**config.mk**
```make
export PLATFORM = sky130hd
export DESIGN_NAME = egg_feeder
export DESIGN_NICKNAME = d
export VERILOG_FILES = /design/src/rtl/egg_feeder.sv
export SDC_FILE = /design/constraint.sdc
export NUM_CORES = 2
export LEC_CHECK = 0
export BUFFER_PORTS_ARGS = -buffer_cell sky130_fd_sc_hd__buf_2
export CAP_MARGIN = 20
export CELL_PAD_IN_SITES_DETAIL_PLACEMENT = 1
export CELL_PAD_IN_SITES_GLOBAL_PLACEMENT = 2
export CORE_AREA = 2 2 743 745
export CTS_CLUSTER_DIAMETER = 40
export DETAILED_ROUTE_END_ITERATION = 16
export DIE_AREA = 0 0 745 747
export PLACE_DENSITY = 0.4
export RECOVER_POWER = 25
export SYNTH_ARGS = -nofsm -noshare
export SYNTH_HDL_FRONTEND = slang
export SYNTH_SLANG_ARGS = --single-unit
```
**constraint.sdc**
```tcl
create_clock -name clk -period 49 [get_ports clk]
set_input_delay 7.35 -clock clk [delete_from_list [all_inputs] [get_ports clk]]
set_output_delay 7.35 -clock clk [all_outputs]
set_load 0.02 [all_outputs]
```
**src/rtl/egg_feeder.sv**
```systemverilog
// egg_feeder: nonce-sweeping job dispatcher for the egg hashing core.
// Launches one core run per nonce and reports hashes below the target.
module egg_feeder #(
  parameter int unsigned TIMEOUT = 127
) (
  input  logic         clk,
  input  logic         rst,
  input  logic         job_valid,
  output logic         job_ready,
  input  logic [511:0] job_header,
  input  logic [255:0] job_target,
  input  logic [31:0]  job_nonce_start,
  input  logic [31:0]  job_nonce_end,
  input  logic         abort,
  output logic         core_start,
  output logic [511:0] core_header,
  input  logic         core_done,
  input  logic [255:0] core_hash,
  output logic         found_valid,
  input  logic         found_ready,
  output logic [31:0]  found_nonce,
  output logic [255:0] found_hash,
  output logic         busy,
  output logic         exhausted,
  output logic         timeout_err,
  output logic [31:0]  attempts
);

  localparam int TW = $clog2(TIMEOUT + 2);

  typedef enum logic [2:0] {
    IDLE,
    LAUNCH,
    WAIT,
    CHECK,
    REPORT
  } state_t;

  state_t         state_q;
  logic [255:0]   target_q;
  logic [255:0]   hash_q;
  logic [31:0]    nonce_q;
  logic [31:0]    end_q;
  logic [TW-1:0]  timer_q;
  logic           start_q;
  logic [511:0]   header_q;
  logic           fvalid_q;
  logic [31:0]    fnonce_q;
  logic [255:0]   fhash_q;
  logic           busy_q;
  logic           exh_q;
  logic           tout_q;
  logic [31:0]    attempts_q;

  logic [31:0]    nonce_d;
  logic [TW-1:0]  timer_d;
  logic [31:0]    attempts_d;
  logic           last;
  logic           hit;

  // Low header word is replaced by the nonce, so the input bits are dropped.
  logic           unused_hdr;
  assign unused_hdr = ^job_header[31:0];

  always_comb begin
    nonce_d    = nonce_q + 32'd1;
    timer_d    = timer_q + TW'(1);
    last       = (nonce_q == end_q);
    hit        = (hash_q < target_q);
    attempts_d = (attempts_q == '1) ? attempts_q
                                    : attempts_q + 32'd1;
  end

  always_ff @(posedge clk or posedge rst) begin
    if (rst) begin
      state_q    <= IDLE;
      target_q   <= '0;
      hash_q     <= '0;
      nonce_q    <= '0;
      end_q      <= '0;
      timer_q    <= '0;
      start_q    <= 1'b0;
      header_q   <= '0;
      fvalid_q   <= 1'b0;
      fnonce_q   <= '0;
      fhash_q    <= '0;
      busy_q     <= 1'b0;
      exh_q      <= 1'b0;
      tout_q     <= 1'b0;
      attempts_q <= '0;
    end else begin
      start_q <= 1'b0;
      exh_q   <= 1'b0;
      tout_q  <= 1'b0;
      if (abort && state_q != IDLE) begin
        state_q  <= IDLE;
        fvalid_q <= 1'b0;
        busy_q   <= 1'b0;
      end else begin
        unique case (state_q)
          IDLE: begin
            if (job_valid && !abort) begin
              header_q   <= {job_header[511:32],
                             job_nonce_start};
              target_q   <= job_target;
              nonce_q    <= job_nonce_start;
              end_q      <= job_nonce_end;
              attempts_q <= '0;
              start_q    <= 1'b1;
              busy_q     <= 1'b1;
              state_q    <= LAUNCH;
            end
          end
          LAUNCH: begin
            timer_q <= '0;
            state_q <= WAIT;
          end
          WAIT: begin
            if (core_done) begin
              hash_q     <= core_hash;
              attempts_q <= attempts_d;
              state_q    <= CHECK;
            end else if (timer_d == TW'(TIMEOUT)) begin
              tout_q  <= 1'b1;
              busy_q  <= 1'b0;
              state_q <= IDLE;
            end else begin
              timer_q <= timer_d;
            end
          end
          CHECK: begin
            if (hit) begin
              fvalid_q <= 1'b1;
              fnonce_q <= nonce_q;
              fhash_q  <= hash_q;
              state_q  <= REPORT;
            end else if (last) begin
              exh_q   <= 1'b1;
              busy_q  <= 1'b0;
              state_q <= IDLE;
            end else begin
              nonce_q        <= nonce_d;
              header_q[31:0] <= nonce_d;
              start_q        <= 1'b1;
              state_q        <= LAUNCH;
            end
          end
          REPORT: begin
            if (found_ready) begin
              fvalid_q <= 1'b0;
              if (last) begin
                exh_q   <= 1'b1;
                busy_q  <= 1'b0;
                state_q <= IDLE;
              end else begin
                nonce_q        <= nonce_d;
                header_q[31:0] <= nonce_d;
                start_q        <= 1'b1;
                state_q        <= LAUNCH;
              end
            end
          end
          default: state_q <= IDLE;
        endcase
      end
    end
  end

  assign job_ready   = (state_q == IDLE);
  assign core_start  = start_q;
  assign core_header = header_q;
  assign found_valid = fvalid_q;
  assign found_nonce = fnonce_q;
  assign found_hash  = fhash_q;
  assign busy        = busy_q;
  assign exhausted   = exh_q;
  assign timeout_err = tout_q;
  assign attempts    = attempts_q;

endmodule
```
Word-level counts from Yosys, hierarchy flattened
Index checks and enable logic that the tools add are counted.

Add/subtract/negate cells: 3. Magnitude comparators: 1. Eq/ne operators: 21. Multiplexer cells: 52. Bitwise logic cells: 1. Reduce and logical (&&, ||, !) cells: 19.

Operators by type and width (number): 2-to-1 mux 32 bit (11); < comparator 256 bit (1); case mux 32 bit (3 select lines) (2); adder 32 x 1 -> 32 bit (second input constant) (2); case mux 32 bit (2 select lines) (1); == test 32 bit (1); == test 32 bit (second input constant) (1); 2-to-1 mux 1 bit (24); 2-to-1 mux 3 bit (6); 2-to-1 mux 8 bit (2); case mux 8 bit (2 select lines) (1); inequality test 3 bit (second input constant) (5); case mux 3 bit (5 select lines) (1); AND reduction 3 bit (5); inequality test 2 bit (second input constant) (6); AND reduction 5 bit (2); nonzero test 3 bit (3); adder 8 x 1 -> 8 bit (second input constant) (1); == test 8 x 7 -> 1 bit (second input constant) (1); == test 3 x 2 -> 1 bit (second input constant) (2); AND reduction 6 bit (1); nonzero test 5 bit (1); inequality test 4 bit (second input constant) (1); case mux 1 bit (2 select lines) (2); 12 further kinds (14).

Bits in registers: 1424. Input port bits: 1094.

Depth between registers and ports, before layout
Depth after elaboration: 6. Gate-level depth with buffers: 14. Mapped depth without buffers: 13.

Least setup slack after synthesis
OpenSTA, ideal clock, no wires.

Path kind: input to register. From: in abort. To: reg fhash_q[10] (netlist: found_hash[10]). Arrival: 8.900 ns. Required time: 48.875 ns. Path slack: 39.975 ns. Stages on the path: 7. Path buffers: 3. Cell sequence: clkbuf_1 > nor3_1 > nand3b_1 > a21oi_1 > clkbuf_1 > buf_2 > mux2_2.

Cells in the longest elaborated chain, start to end: 3.

Ends and longest elaborated chain: from (decl) (line 14) `input logic abort,`; logical AND 1 bit (line 95) `if (abort && state_q != IDLE) begin`; inverter 1 bit (no source line); AND reduction 3 bit (no source line); to (signal assigned) (line 135) `fhash_q <= hash_q;`; to (decl) (line 49) `logic [255:0] fhash_q;`.

No other way between the ends. A chain may end at the register's enable or synchronous reset.

==> impl_metrics.toml <==
[layout]
layout_commonest_cell = "nand2_1"
fin_nets = 9141
area_growth_pct = 54.6
fillers = 63600
layout_common_cells = "nand2_1 (1904), buf_2 (1783), dfrtp_1 (1392)"
drive_above_1_share = 0.379

[cts]
postCtsHoldBufs = 0
clock-sinks = 1392
cts.htree.levels = 5
post-cts-setup-buffers = 0
ctsResizeCount = 0
cts_buffers = 402
cts_root_buf = "clkbuf_16"
cts_max_path_buffers = 4
cts_tree = "done"
clock_latency_ns = 0.97
clkTransAtPathRegs_ns = 0.04

[setup_path]
r2r-start = "target_q[119]"
crit_top_cell = "buf_4"
cp.required_ns = 49.89
crit_chain = "clkbuf_1, clkinvlp_2, clkbuf_1, clkbuf_1, buf_4, buf_4, buf_4, buf_4"
criticalPathCategory = "primary input to async pin"
cp_slowest_cell = "clkinvlp_2"
rrSetupSlack_ns = 40.11
rr_worst_depth = 16
crit_family = "buffers and inverters"
slowest_delay_ns = 2.79
critPathBufInv = 8
worstPathArrival_ns = 17.69
endpoint_kind = "async pin"
rr_endpoint = "found_nonce[28]"
start_kind = "primary input"
crit_path_max_fanout = 98

[die]
core_mm2 = 0.548
die-area_mm2 = 0.557
fp.dieH_um = 747
io_pins = 1932
core.rowCount = 272
die_x_um = 745
start_util = 0.109

[timing]
post-route-period-util = 0.343
slew_headroom = -2.39
tightestPinTransition_ns = 5.05
holdWs_ns = 0.466
final.setup_skew_ns = 0.0909
grt_setup_unrepaired = "false"
final.min_clock_period_ns = 16.80
setup_viol = 0
fmax_ghz = 0.0595
finalSetupTns_ns = 0
finalHoldViolCount = 0
report.final.slew_viol_count = 980

[routing]
drt-vias-per-instance = 3.45
drtPass1Iterations = 5
drt-met1-wl_um = 155000
avgRoutedWirePerCell_um = 27.7
wl_met3_um = 47000
ant_nets = 0
drtIter0Drc = 2493
wl_met2_um = 211000
totalWireLength_um = 429000
vias = 53400
top_layer = "met5"
drc = 0

[synth]
synth_area_mm2 = 0.0595
synthFlopType = "dfrtp_1"
seq_area_frac_synth = 0.585
synthTopCellsByArea = "dfrtp_1 (59%), nand2_1 (12%), mux2_2 (10%)"
synth_top_area_cell = "dfrtp_1"
async_reset_ff_frac = 1.00
synthDistinctLibCells = 66
postSynthCellCount = 5669
ys_seq_elements = 1392
synth_top_area_share = 0.585
synth-edff-count = 0
yosysWarningCount = 0
syn_avg_cell_area_um2 = 10.5
syn_nets = 7022

[worst_hold_path]
whs_endpoint = "core_header[205]"
min_from = "core_header[205]"
hp-class = "register to register"
hold_depth = 2

[placement]
io_buffer_count = 1899
dp_hpwl_um = 353000
gp_congestion = 0.929

[outcome]
status = "finished with violations"
failed_checks = "max-capacitance violations, max-slew violations"

[flow_run]
drv_cap = 19

[power]
p_leak_nw = 45.4
ir_drop_uv = 31.1
power.density_mw_per_mm2 = 70.5
finalPower_w = 0.00649

[global_route]
antenna_found_initial = 474
grt_usage = 0.149
grt_pass1_vias = 57700
grt_overflow = 0
grt_first_pass_wirelength_um = 561000
grt_max_degree = 173
-- routing by layer --
layer	GRT usage	up-vias
met4	0.0406	198
met3	0.0727	1105
met5	0	-
met2	0.262	2390
li1	-	23200
met1	0.157	26400
-- area by class of cell --
type                    count  area [µm²]  share of cell area
well taps                7261        9080              0.0987
inverters                 294        1110              0.0120
clock buffers             552       11400               0.124
repair buffers           1984       10000               0.109
flip-flops and latches   1392       34800               0.379
multi-input cells        3714       22500               0.244
diodes                     88         220             0.00239
clock inverters           178        2830              0.0308
-- cells in the mapped netlist, types with 51 or more instances --
master	number
xor2_1	58
inv_1	293
ha_1	259
nand3_1	72
nand2_1	1904
nor2_1	89
dfrtp_1	1392
a21oi_1	115
nand4_1	51
clkbuf_1	233
o21ai_0	317
mux2_2	546
-- metrics by stage --
step                worst slack [ns]  instances  utilization  cell area [µm²]
floorplan                       2.40       5669            -            59500
global placement               35.94      14600        0.142            77700
detailed placement             35.83      14600        0.142            77800
CTS                            36.91      15400        0.168            92100
global route                   30.35      15400        0.168            91900
finish                         32.20      15500        0.168            92000
-- registers in the layout, summed over array words and instances (netlist names), 32 cells and up --
register and flops:
end_q 32, found_hash 256, nonce_q 32, target_q 256, found_nonce 32, attempts 32, core_header 480, hash_q 256
-- power by group --
part           internal [W]  switching, W  total (W)  leakage (nW)
logic              0.000591       0.00125    0.00184          20.6
registers           0.00155      0.000309    0.00186          17.8
clock network       0.00192      0.000861    0.00279          6.96
total               0.00407       0.00242    0.00649          45.4
-- logic make-up after synthesis --
logic type,synth area share
AOI/OAI and AO/OA,0.0608
xor gates and xnor gates,0.00957
adders and majority gates,0.0545
buffers and inverters,0.0367
DFF,0.585
muxes,0.103
and+or+nand+nor,0.150
-- tightest hold or removal path: stages, from the launching register on --
cell,delay (ns)
dfrtp_1,0.33
nand2_1,0.05
nand2_1,0.05
-- how the worst max path moves through the flow --
stage	slack (ns)	end	startpoint	cells past startpoint
6_report	32.20	core_header[307]	rst	8
3_5_place_dp	35.83	core_header[94]	rst	8
4_1_cts	36.91	core_header[392]	rst	8
5_1_grt	30.35	core_header[307]	rst	8
2_1_floorplan	2.40	attempts[0]	rst	1
3_3_place_gp	35.94	core_header[94]	rst	8
(Power assumes the default switching activity.)
